File: src/rtl/div_share_ctrl.sv
// Round-robin controller that time-shares one combinational 16/8 array divider
// between two requesters: holds operands for a settle window, then returns a tagged response.
module div_share_ctrl #(
  parameter int SETTLE_CYCLES = 4,
  parameter int CNT_W         = 4
) (
  input  logic        clk,
  input  logic        rst,
  input  logic        req0_valid,
  output logic        req0_ready,
  input  logic [15:0] req0_n,
  input  logic [7:0]  req0_d,
  input  logic        req1_valid,
  output logic        req1_ready,
  input  logic [15:0] req1_n,
  input  logic [7:0]  req1_d,
  output logic [15:0] core_n,
  output logic [7:0]  core_d,
  input  logic [7:0]  core_q,
  input  logic [7:0]  core_r,
  output logic        rsp_valid,
  input  logic        rsp_ready,
  output logic        rsp_id,
  output logic [7:0]  rsp_q,
  output logic [7:0]  rsp_r,
  output logic        rsp_dbz,
  output logic        rsp_ovf,
  output logic        busy
);

  typedef enum logic [1:0] {IDLE, SETTLE, DONE} state_t;

  state_t           state;
  logic [CNT_W-1:0] cnt;
  logic             ptr;
  logic             gnt0, gnt1;
  logic             acc_id;
  logic [15:0]      acc_n;
  logic [7:0]       acc_d;
  logic             acc_dbz, acc_ovf;

  // NOTE: every signal written in always_comb gets a default first, so no path leaves it unassigned and no latch is inferred.
  always_comb begin
    gnt0 = 1'b0;
    gnt1 = 1'b0;
    if (state == IDLE) begin
      if (req0_valid && (!req1_valid || !ptr)) gnt0 = 1'b1;
      else if (req1_valid)                     gnt1 = 1'b1;
    end
  end

  assign req0_ready = gnt0;
  assign req1_ready = gnt1;
  assign acc_id     = gnt1;
  assign acc_n      = gnt1 ? req1_n : req0_n;
  assign acc_d      = gnt1 ? req1_d : req0_d;
  assign acc_dbz    = (acc_d == 8'd0);
  // Quotient exceeds 8 bits exactly when the dividend's high byte reaches the divisor.
  assign acc_ovf    = !acc_dbz && (acc_n[15:8] >= acc_d);

  // NOTE: state registers use non-blocking assignments so every flop samples pre-edge values regardless of statement order.
  always_ff @(posedge clk) begin
    if (rst) begin
      state     <= IDLE;
      cnt       <= '0;
      ptr       <= 1'b0;
      core_n    <= '0;
      core_d    <= '0;
      busy      <= 1'b0;
      rsp_valid <= 1'b0;
      rsp_id    <= 1'b0;
      rsp_q     <= '0;
      rsp_r     <= '0;
      rsp_dbz   <= 1'b0;
      rsp_ovf   <= 1'b0;
    end else begin
      case (state)
        IDLE: begin
          if (gnt0 || gnt1) begin
            core_n  <= acc_n;
            core_d  <= acc_d;
            rsp_id  <= acc_id;
            rsp_dbz <= acc_dbz;
            rsp_ovf <= acc_ovf;
            ptr     <= ~acc_id;
            busy    <= 1'b1;
            if (acc_dbz) begin
              // The array output is meaningless for a zero divisor, so answer immediately.
              rsp_q     <= 8'hFF;
              rsp_r     <= acc_n[7:0];
              rsp_valid <= 1'b1;
              state     <= DONE;
            end else begin
              cnt   <= CNT_W'(SETTLE_CYCLES - 1);
              state <= SETTLE;
            end
          end
        end
        SETTLE: begin
          if (cnt == '0) begin
            rsp_q     <= core_q;
            rsp_r     <= core_r;
            rsp_valid <= 1'b1;
            state     <= DONE;
          end else begin
            cnt <= cnt - CNT_W'(1);
          end
        end
        DONE: begin
          if (rsp_ready) begin
            rsp_valid <= 1'b0;
            busy      <= 1'b0;
            state     <= IDLE;
          end
        end
        default: state <= IDLE;
      endcase
    end
  end

endmodule

File: config.mk
export PLATFORM = sky130hd
export DESIGN_NAME = div_share_ctrl
export DESIGN_NICKNAME = d
export VERILOG_FILES = /design/src/rtl/div_share_ctrl.sv
export SDC_FILE = /design/constraint.sdc
export NUM_CORES = 1
export LEC_CHECK = 0
export BUFFER_PORTS_ARGS = -buffer_cell sky130_fd_sc_hd__buf_2
export CAP_MARGIN = 20
export CELL_PAD_IN_SITES_DETAIL_PLACEMENT = 0
export CELL_PAD_IN_SITES_GLOBAL_PLACEMENT = 1
export CORE_ASPECT_RATIO = 2
export CORE_MARGIN = 2
export CORE_UTILIZATION = 36
export DETAILED_ROUTE_END_ITERATION = 12
export PLACE_DENSITY = 0.93
export SLEW_MARGIN = 20
export SYNTH_ARGS = -nofsm -noshare
export SYNTH_HDL_FRONTEND = slang
export SYNTH_SLANG_ARGS = --single-unit
File: constraint.sdc
create_clock -name clk -period 6.68 [get_ports clk]
set_input_delay 1.336 -clock clk [delete_from_list [all_inputs] [get_ports clk]]
set_output_delay 1.336 -clock clk [all_outputs]
set_load 0.02 [all_outputs]
==> results of run 1 <==
area by class of cell:
class                           instances  area [um^2]  area share [%]
Multi-Input combinational cell        210         1389           41.89
Sequential cell                        52         1041           31.40
Inverter                                6        22.52          0.6792
Tap cell                               90        112.6           3.396
Timing Repair Buffer                  118        598.1           18.04
Clock buffer                            7        152.6           4.604
placed cells by master (no fill, tap or decap), types with 2 or more instances in the layout:
master | Yosys | layout
buf_2 | 2 | 115
dfxtp_1 | 52 | 52
nor2_1 | 37 | 37
nand2_1 | 28 | 28
mux2i_1 | 25 | 25
a211oi_1 | 19 | 19
nor3_1 | 19 | 19
a21oi_1 | 17 | 17
ha_1 | 10 | 10
mux2_2 | 8 | 8
a211o_1 | 8 | 8
inv_1 | 6 | 6
clkbuf_16 | 0 | 5
nand2b_1 | 4 | 4
o21a_1 | 3 | 3
o21ai_0 | 3 | 3
buf_4 | 0 | 3
nor2_2 | 2 | 2
or2_2 | 2 | 2
nor4_1 | 2 | 2
or4_1 | 2 | 2
o2111ai_1 | 2 | 2
a21oi_2 | 2 | 2
a31oi_1 | 2 | 2
and2_1 | 1 | 2
clkbuf_8 | 1 | 2
power by group through the flow:
stage	combinational, W	clock, W	sequential (W)
floorplan	0.000278	0	0.000509
global placement	0.000488	0	0.000435
detailed placement	0.000496	0	0.000438
CTS	0.000497	0.000271	0.000432
global route	0.000546	0.000281	0.000440
finish	0.000492	0.000261	0.000431
cell usage after synthesis (all sizes together):
cell and count:
dfxtp 52, a2111oi 1, o2111ai 2, o21a 3, and2 2, nand2 29
a32o 1, mux2 8, inv 6, a311o 1, a21oi 19, a31o 1
nor3 19, o32ai 1, or3b 1, clkbuf 14, nand2b 4, and2b 1
a31oi 2, or3 1, nand4b 1, nor4 2, buf 5, o21ai 3
mux2i 25, or2 2, a21o 1, nand3 1, a211o 8, or4 2
nor2 39, a221oi 1, ha 10, a211oi 19
state kept, by name (all words and copies together) (netlist names):
name	cells
rsp_id	1
rsp_dbz	1
core_d	8
state	2
rsp_r	8
rsp_q	8
busy	1
rsp_ovf	1
core_n	16
rsp_valid	1
ptr	1
cnt	4
logic make-up after synthesis:
group	after synthesis
flip-flops	52
adder cells (fa/ha/maj)	10
multiplexers	33
AND/OR/NAND/NOR	104
AO/OA/AOI/OAI	63
buffers and inverters	25
worst max path at each step:
| stage | to | slack [ps] | depth (start not counted) |
|---|---|---|---|
| 2_1_floorplan | rsp_ovf | 3150 | 9 |
| 3_3_place_gp | rsp_ovf | 2730 | 10 |
| 3_5_place_dp | rsp_ovf | 2650 | 10 |
| 4_1_cts | req1_ready | 2730 | 6 |
| 5_1_grt | req1_ready | 2620 | 6 |
| 6_report | req1_ready | 2750 | 6 |
layer usage:
metal,GRT usage (%),routed length [um],vias to the layer above
li1,-,-,1232
met1,19.06,2726,1115
met2,35.00,3898,72
met3,3.094,309,11
met4,8.424,181,0
met5,0,0,-
worst max-delay path, delay by kind of cell:
family | cells | cell delay [ps]
and+or+nand+nor | 2 | 520
buffers and inverters | 4 | 730
through the flow:
step           setup slack (ps)  cell area [um^2]  utilization (%)  total power [W]
2_1_floorplan              3150              2551                -        0.0007873
3_3_place_gp               2734              3163            45.93        0.0009235
3_5_place_dp               2655              3163            45.93        0.0009337
4_1_cts                    2733              3316            48.15         0.001199
5_1_grt                    2624              3316            48.15         0.001267
6_report                   2748              3316            48.15         0.001184
==> impl_metrics.env, run 1 <==
export IMPL_coreArea_mm2=0.006887
export IMPL_rows=43
export IMPL_hold_path_depth=2
export IMPL_min_delay_path_class="reg -> reg"
export IMPL_fp_dieW_um=63.53
export IMPL_drive_gt1_share_pct=36.39
export IMPL_cpMostUsedCell="buf_2"
export IMPL_start_util_pct=37.05
export IMPL_htreeDepth=2
export IMPL_period_share_pct=58.86
export IMPL_ff2ff_setup_slack_ps=3500
export IMPL_dieHeight_um=123.1
export IMPL_holdBufCountCts=0
export IMPL_fin_crit_ps=3932
export IMPL_crit_path_max_fanout=17
export IMPL_hpwl_um=5664
export IMPL_arrival_ps=2600
export IMPL_tightest_slew_ps=945.9
export IMPL_cp_startpoint="req0_valid"
export IMPL_cts_reportedPaths_clkPinSlew_ps=60
export IMPL_finalHoldViolations=0
export IMPL_worstPathRequired_ps=5340
export IMPL_avgSynthCellArea_um2=8.889
export IMPL_n_fill_cell=722
export IMPL_dr_pass1_iters=4
export IMPL_root_buffer="clkbuf_16"
export IMPL_ys_types=41
export IMPL_critical_path_class="in -> out"
export IMPL_yosys_top_cells_area="dfxtp_1 41%, mux2i_1 9.8%, a211oi_1 5.6%"
export IMPL_r2r_end="rsp_ovf"
export IMPL_syn_area_mm2=0.002551
export IMPL_cp_slowest_stage_delay_ps=420
export IMPL_n_antenna_cell=0
export IMPL_dieArea_mm2=0.007817
export IMPL_startpoint_type="primary input"
export IMPL_p_leak_nw=1.662
export IMPL_synthSimpleGateAreaFrac_pct=18.49
export IMPL_grt_max_degree=52
export IMPL_switching_power_w=0.0004501
export IMPL_post_cts_resized=0
export IMPL_grt_overflow_total=0
export IMPL_drc=0
export IMPL_grt_pass1_vias=2327
export IMPL_routabilityCongestion=0.8352
export IMPL_synth_compound_area_share_pct=17.70
export IMPL_synthXorXnorAreaFrac_pct=0
export IMPL_grt_pass1_wl_um=11050
export IMPL_synth_top_area_share_pct=40.80
export IMPL_rsz0062_at_grt="false"
export IMPL_synth_seq_area_share_pct=40.80
export IMPL_dp_cells=476
export IMPL_cts_buffers_inserted=5
export IMPL_hold_ws_ps=451.8
export IMPL_wl_per_cell_um=14.73
export IMPL_fmax_ghz=0.2543
export IMPL_postSynthCellCount=287
export IMPL_p_per_area_mw_per_mm2=357.0
export IMPL_vias=2430
export IMPL_ctsLongestPathBuffers=2
export IMPL_outcome="finished, final reports clean"
export IMPL_nets=472
export IMPL_tns_ps=0
export IMPL_insertion_delay_ps=290
export IMPL_internal_power_w=0.0007337
export IMPL_syn_num_nets=366
export IMPL_reg2reg_from="state[1]"
export IMPL_postRouteAntennaNets=0
export IMPL_grt_util_all_layers_pct=18.32
export IMPL_final_cells=483
export IMPL_cp_slowest_cell="nand3_1"
export IMPL_yosysTopAreaCell="dfxtp_1"
export IMPL_postCtsSetupRepairBufs=0
export IMPL_reg2reg_depth=9
export IMPL_synth_top_family_by_area="simple AND/OR/NAND/NOR gates"
export IMPL_synth_fa_ha_area_share_pct=4.904
export IMPL_drv_cap=0
export IMPL_clkSinkCount=52
export IMPL_worstHoldEndpoint="core_n[12]"
export IMPL_drt_total_wl_um=7115
export IMPL_portBuffers=115
export IMPL_relSlewSlack_pct=36.94
export IMPL_clock_power_share_pct=22.1
export IMPL_setup_viol=0
export IMPL_finClkSkew_ps=2.719
export IMPL_hold_start="core_n[12]"
export IMPL_pwr_share_seq_pct=36.4
export IMPL_synth_seq_cells=52
export IMPL_drt_initial_drc_count=85
export IMPL_viasPerCell=5.031
export IMPL_cts_tree="done"
export IMPL_synth_area_mux_share_pct=13.34
export IMPL_endpoint_kind="output pin"
export IMPL_switching_share_pct=38.02
export IMPL_slew_violations=0
export IMPL_vdd_drop_max_mv=0.1882
export IMPL_antenna_found_initial=0
export IMPL_area_growth_syn_to_layout_pct=29.97
export IMPL_cp_cell_sequence="buf_2 > nand2b_1 > nand3_1 > buf_4 > inv_1 > buf_2"
export IMPL_yosys_warnings=0
export IMPL_ioPinCount=116
export IMPL_power_frac_comb_pct=41.5
Note: power is estimated with default switching activity, not from simulation.
==> run 2: changes to the inputs <==
--- a/config.mk
+++ b/config.mk
@@ -11,9 +11,9 @@
 export CELL_PAD_IN_SITES_GLOBAL_PLACEMENT = 1
 export CORE_ASPECT_RATIO = 2
 export CORE_MARGIN = 2
-export CORE_UTILIZATION = 36
+export CORE_UTILIZATION = 33
 export DETAILED_ROUTE_END_ITERATION = 12
-export PLACE_DENSITY = 0.93
+export PLACE_DENSITY = 0.87
 export SLEW_MARGIN = 20
 export SYNTH_ARGS = -nofsm -noshare
 export SYNTH_HDL_FRONTEND = slang
==> constraint.sdc (replaced) <==
create_clock -name clk -period 4 [get_ports clk]
set_input_delay 0.8 -clock clk [delete_from_list [all_inputs] [get_ports clk]]
set_output_delay 0.8 -clock clk [all_outputs]
set_load 0.02 [all_outputs]
==> run 2 against run 1 <==
First-iteration DRC count grew 25%; sequential power is 67% higher; sequential share of layout area fell by 0.26 points; core utilization decreased by 3.8 points; flip-flop and latch count unchanged; register-to-register slack got worse by 2300 ps; worst hold slack improved by 0.75 ps; non-clock buffer count grew 1; clock-buffer cell count down 2; critical path depth rose by 4; critical path type is now in -> reg; critical endpoint is now rsp_ovf; largest cell class unchanged; largest power group unchanged.
==> impl_metrics.env, run 2 (same netlist as run 1, synthesis figures left out) <==
export IMPL_dr_pass1_iters=4
export IMPL_vias=2509
export IMPL_finClkSkew_ps=4.577
export IMPL_wl_per_cell_um=15.39
export IMPL_grt_pass1_vias=2451
export IMPL_start_util_pct=33.81
export IMPL_n_antenna_cell=0
export IMPL_min_delay_path_class="reg -> reg"
export IMPL_slew_violations=0
export IMPL_largest_register_ffs=16
export IMPL_outcome="finished, final reports clean"
export IMPL_setup_viol=0
export IMPL_clock_power_share_pct=23.9
export IMPL_viasPerCell=5.131
export IMPL_postRouteAntennaNets=0
export IMPL_drive_gt1_share_pct=36.71
export IMPL_period_share_pct=70.91
export IMPL_grt_max_degree=52
export IMPL_rows=45
export IMPL_fmax_ghz=0.3525
export IMPL_switching_power_w=0.0007811
export IMPL_root_buffer="clkbuf_16"
export IMPL_hpwl_um=5925
export IMPL_clkSinkCount=52
export IMPL_insertion_delay_ps=290
export IMPL_htreeDepth=2
export IMPL_layout_common_cells="115 x buf_2, 52 x dfxtp_1, 37 x nor2_1, 28 x nand2_1, 25 x mux2i_1"
export IMPL_internal_power_w=0.001258
export IMPL_power_frac_comb_pct=40.9
export IMPL_pwr_share_seq_pct=35.2
export IMPL_holdBufCountCts=0
export IMPL_dieArea_mm2=0.008493
export IMPL_crit_path_max_fanout=21
export IMPL_vdd_drop_max_mv=0.2351
export IMPL_drc=0
export IMPL_cp_cell_sequence="buf_2 > nand2b_1 > nand3_1 > buf_4 > mux2i_1 > ha_1 > a21o_1 > a2111oi_0 > o21ai_0 > a32o_1"
export IMPL_cp_slowest_stage_delay_ps=370
export IMPL_fin_util_pct=44.31
export IMPL_cts_buffers_inserted=5
export IMPL_ioPinCount=116
export IMPL_fp_dieW_um=66.17
export IMPL_grt_overflow_total=0
export IMPL_critical_path_class="in -> reg"
export IMPL_rsz0062_at_grt="false"
export IMPL_reg2reg_depth=9
export IMPL_postCtsSetupRepairBufs=0
export IMPL_final_common_cell="buf_2"
export IMPL_drt_total_wl_um=7525
export IMPL_routabilityCongestion=0.8197
export IMPL_area_growth_syn_to_layout_pct=31.04
export IMPL_coreArea_mm2=0.007545
export IMPL_post_cts_resized=0
export IMPL_top_register="core_n"
export IMPL_grt_util_all_layers_pct=17.22
export IMPL_p_leak_nw=1.671
export IMPL_cts_reportedPaths_clkPinSlew_ps=70
export IMPL_cp_slowest_cell="buf_4"
export IMPL_path_buf_inv=2
export IMPL_switching_share_pct=38.31
export IMPL_portBuffers=115
export IMPL_path_depth=10
export IMPL_hold_path_depth=2
export IMPL_fin_crit_ps=2837
export IMPL_cts_tree="done"
export IMPL_p_per_area_mw_per_mm2=609.9
export IMPL_relSlewSlack_pct=47.76
export IMPL_endpoint_kind="register"
export IMPL_finalHoldViolations=0
export IMPL_drt_initial_drc_count=106
export IMPL_cp_top_family="compound AO/OA/AOI/OAI gates"
export IMPL_tns_ps=0
export IMPL_startpoint_type="primary input"
export IMPL_grt_pass1_wl_um=11140
export IMPL_worstPathRequired_ps=4190
export IMPL_arrival_ps=3030
export IMPL_tightest_slew_ps=783.7
export IMPL_nets=473
export IMPL_ctsLongestPathBuffers=2
export IMPL_drv_cap=0
export IMPL_antenna_found_initial=0
export IMPL_dieHeight_um=128.3
-- run 2: changes by cell type in the layout (fill, tap and decap cells not counted), sizes merged --
cell,before,now
clkbuf,7,5
buf,118,119
bufinv,0,1
clkinv,0,1
clkinvlp,0,1
-- run 2: power groups by stage --
| stage | clock network, W | registers [W] | logic [W] |
|---|---|---|---|
| 2_1_floorplan | 0 | 0.000851 | 0.000464 |
| 3_3_place_gp | 0 | 0.000725 | 0.000832 |
| 3_5_place_dp | 0 | 0.000730 | 0.000843 |
| 4_1_cts | 0.000501 | 0.000719 | 0.000845 |
| 5_1_grt | 0.000521 | 0.000733 | 0.000917 |
| 6_report | 0.000487 | 0.000718 | 0.000834 |
-- run 2: final timing paths --
path | startpoint | end | slack [ps]
max reg2reg | state[0] | rsp_ovf | 1230
max | req0_valid | rsp_ovf | 1160
min | core_n[9] | core_n[9] | 450
min reg2reg | core_n[9] | core_n[9] | 450
-- run 2: stage by stage --
stage	instance area (um^2)	power (W)	hold WS (ps)	instances	setup WS (ps)
5_1_grt	3343	0.002171	479.6	489	957.1
6_report	3343	0.002039	452.6	489	1164
2_1_floorplan	2551	0.001315	456.4	287	1006
3_3_place_gp	3176	0.001556	443.1	481	940.8
3_5_place_dp	3176	0.001573	447.0	481	834.4
4_1_cts	3343	0.002066	457.3	489	1165
-- run 2: cell type report --
type | count | area [um^2]
fill | 813 | 4202
clock buffer | 5 | 125.1
inverter | 6 | 22.52
timing repair buffer | 119 | 605.6
tap | 94 | 117.6
multi-input combinational | 210 | 1389
clock inverter | 3 | 42.54
sequential | 52 | 1041
-- run 2: metal layers --
metal  share of wire (%)  wire, um  track usage [%]  vias up
met2                  55      4114            32.82       83
met1                  37      2766            16.81     1169
met4                 4.2       319            9.964        0
li1                    -         -                -     1237
met3                 4.3       324            2.360       20
met5                   0         0                0        -
-- run 2: worst register-to-register path, delay by kind of cell, from the launching register on --
family,cells,cell delay (ps)
mux,1,250
simple gates,2,570
fa+ha+maj,1,280
compound gates,4,890
flops,1,360
buf+inv,1,320
==> run 3: changes to the inputs <==
==> constraint.sdc (replaced) <==
create_clock -name clk -period 2.7 [get_ports clk]
set_input_delay 0.54 -clock clk [delete_from_list [all_inputs] [get_ports clk]]
set_output_delay 0.54 -clock clk [all_outputs]
set_load 0.02 [all_outputs]
==> run 3 against run 2 <==
Worst hold slack better by 0.64 ps; total power up 50%; die area unchanged; combinational power up 55%; critical path depth unchanged; via count down 0.36%; core utilization up 0.81 points; clock power up 46%; sequential power up 48%; flip-flop and latch count unchanged.
==> impl_metrics.env, run 3 (same netlist as run 1, synthesis figures left out) <==
export IMPL_top_register="core_n"
export IMPL_critical_path_class="reg -> reg"
export IMPL_clkSinkCount=52
export IMPL_cp_cell_sequence="nand2b_1 > nand3_1 > buf_4 > buf_4 > mux2i_1 > ha_1 > nand2b_1 > a211oi_1 > o21ai_0 > a32o_1"
export IMPL_cp_slowest_stage_delay_ps=330
export IMPL_fin_util_pct=45.12
export IMPL_cts_tree="done"
export IMPL_dr_pass1_iters=4
export IMPL_fmax_ghz=0.3943
export IMPL_cp_slowest_cell="dfxtp_1"
export IMPL_insertion_delay_ps=290
export IMPL_internal_power_w=0.001907
export IMPL_period_share_pct=93.94
export IMPL_viasPerCell=5.040
export IMPL_drt_initial_drc_count=115
export IMPL_postCtsSetupRepairBufs=0
export IMPL_pre_cts_ws_ps=-91.13
export IMPL_start_util_pct=33.81
export IMPL_htreeDepth=2
export IMPL_fp_dieW_um=66.17
export IMPL_pwr_share_seq_pct=34.7
export IMPL_grt_util_all_layers_pct=17.75
export IMPL_startpoint_type="register"
export IMPL_n_antenna_cell=0
export IMPL_routabilityCongestion=0.8637
export IMPL_relSlewSlack_pct=56.98
export IMPL_post_cts_resized=0
export IMPL_hpwl_um=6073
export IMPL_tns_ps=0
export IMPL_drive_gt1_share_pct=37.56
export IMPL_dp_cells=488
export IMPL_grt_max_degree=51
export IMPL_crit_path_max_fanout=12
export IMPL_area_growth_syn_to_layout_pct=33.45
export IMPL_slew_violations=0
export IMPL_tightest_slew_ps=645.2
export IMPL_fin_crit_ps=2536
export IMPL_postRouteAntennaNets=0
export IMPL_root_buffer="clkbuf_16"
export IMPL_worstPathRequired_ps=2880
export IMPL_cts_reportedPaths_clkPinSlew_ps=70
export IMPL_hold_ws_ps=453.2
export IMPL_finClkSkew_ps=3.617
export IMPL_p_leak_nw=1.709
export IMPL_dieHeight_um=128.3
export IMPL_coreArea_mm2=0.007545
export IMPL_setup_viol=0
export IMPL_arrival_ps=2720
export IMPL_drt_total_wl_um=7569
export IMPL_drc=0
export IMPL_n_fill_cell=797
export IMPL_clock_power_share_pct=23.2
export IMPL_vias=2500
export IMPL_rows=45
export IMPL_final_common_cell="buf_2"
export IMPL_switching_share_pct=37.59
export IMPL_finalHoldViolations=0
export IMPL_portBuffers=115
export IMPL_wl_per_cell_um=15.26
export IMPL_p_per_area_mw_per_mm2=897.7
export IMPL_rsz0062_at_grt="false"
export IMPL_grt_pass1_wl_um=11400
export IMPL_grt_overflow_total=0
export IMPL_endpoint_kind="register"
export IMPL_dieArea_mm2=0.008493
export IMPL_ioPinCount=116
export IMPL_cts_buffers_inserted=5
export IMPL_largest_register_ffs=16
export IMPL_final_cells=496
export IMPL_drv_cap=0
export IMPL_power_frac_comb_pct=42.1
export IMPL_setup_ws_ps=163.7
export IMPL_outcome="finished, final reports clean"
export IMPL_grt_pass1_vias=2443
export IMPL_ctsLongestPathBuffers=2
export IMPL_layout_common_cells="115 x buf_2, 52 x dfxtp_1, 37 x nor2_1, 28 x nand2_1, 25 x mux2i_1"
export IMPL_antenna_found_initial=0
export IMPL_min_delay_path_class="reg -> reg"
export IMPL_switching_power_w=0.001149
export IMPL_vdd_drop_max_mv=0.3591
export IMPL_holdBufCountCts=0
export IMPL_nets=480
## run 3: cell count changes in the layout (fill, tap and decap cells not counted), sizes merged
cell	previous run	this run
buf	119	126
clkbuf	5	6
clkinvlp	1	0
## run 3: area by class of cell
class                   count  area (um^2)  share of cell area (%)
flip-flops and latches     52         1041                   30.58
well taps                  94        117.6                   3.455
clock buffers               6        128.9                   3.785
clock inverters             2        35.03                   1.029
inverters                   6        22.52                  0.6615
multi-input cells         210         1389                   40.79
repair buffers            126        670.6                   19.70
## run 3: worst paths after layout
| kind | start | cells past startpoint | endpoint | slack [ps] |
|---|---|---|---|---|
| setup / recovery | ptr | 10 | rsp_ovf | 160 |
| hold reg to reg | core_n[12] | 2 | core_n[12] | 450 |
| hold / removal | core_n[12] | 2 | core_n[12] | 450 |
| setup reg to reg | ptr | 10 | rsp_ovf | 160 |
## run 3: power groups by stage
stage / registers [W] / clock network, W / logic [W]
2_1_floorplan: 0.00126 / 0 / 0.000689
3_3_place_gp: 0.00107 / 0 / 0.00129
3_5_place_dp: 0.00108 / 0 / 0.00130
4_1_cts: 0.00106 / 0.000730 / 0.00131
5_1_grt: 0.00108 / 0.000763 / 0.00142
6_report: 0.00106 / 0.000709 / 0.00129
## run 3: critical path: cells and delay by family (launching register included)
family / cells / cell delay (ps)
buffers and inverters: 2 / 430
muxes: 1 / 300
adders and majority gates: 1 / 270
AOI/OAI and AO/OA: 3 / 640
DFF: 1 / 330
and+or+nand+nor: 3 / 460
## run 3: metal layers
metal  global-route usage (%)  share of wire, %
met1                    17.41                37
met4                    8.764               3.2
met2                    34.35                56
met3                    2.622               4.1
met5                        0                 0
## run 3: per-stage QoR
stage	total power [W]	instance area, um^2
floorplan	0.001949	2554
global placement	0.002360	3241
detailed placement	0.002383	3241
CTS	0.003099	3405
global route	0.003270	3405
finish	0.003056	3405
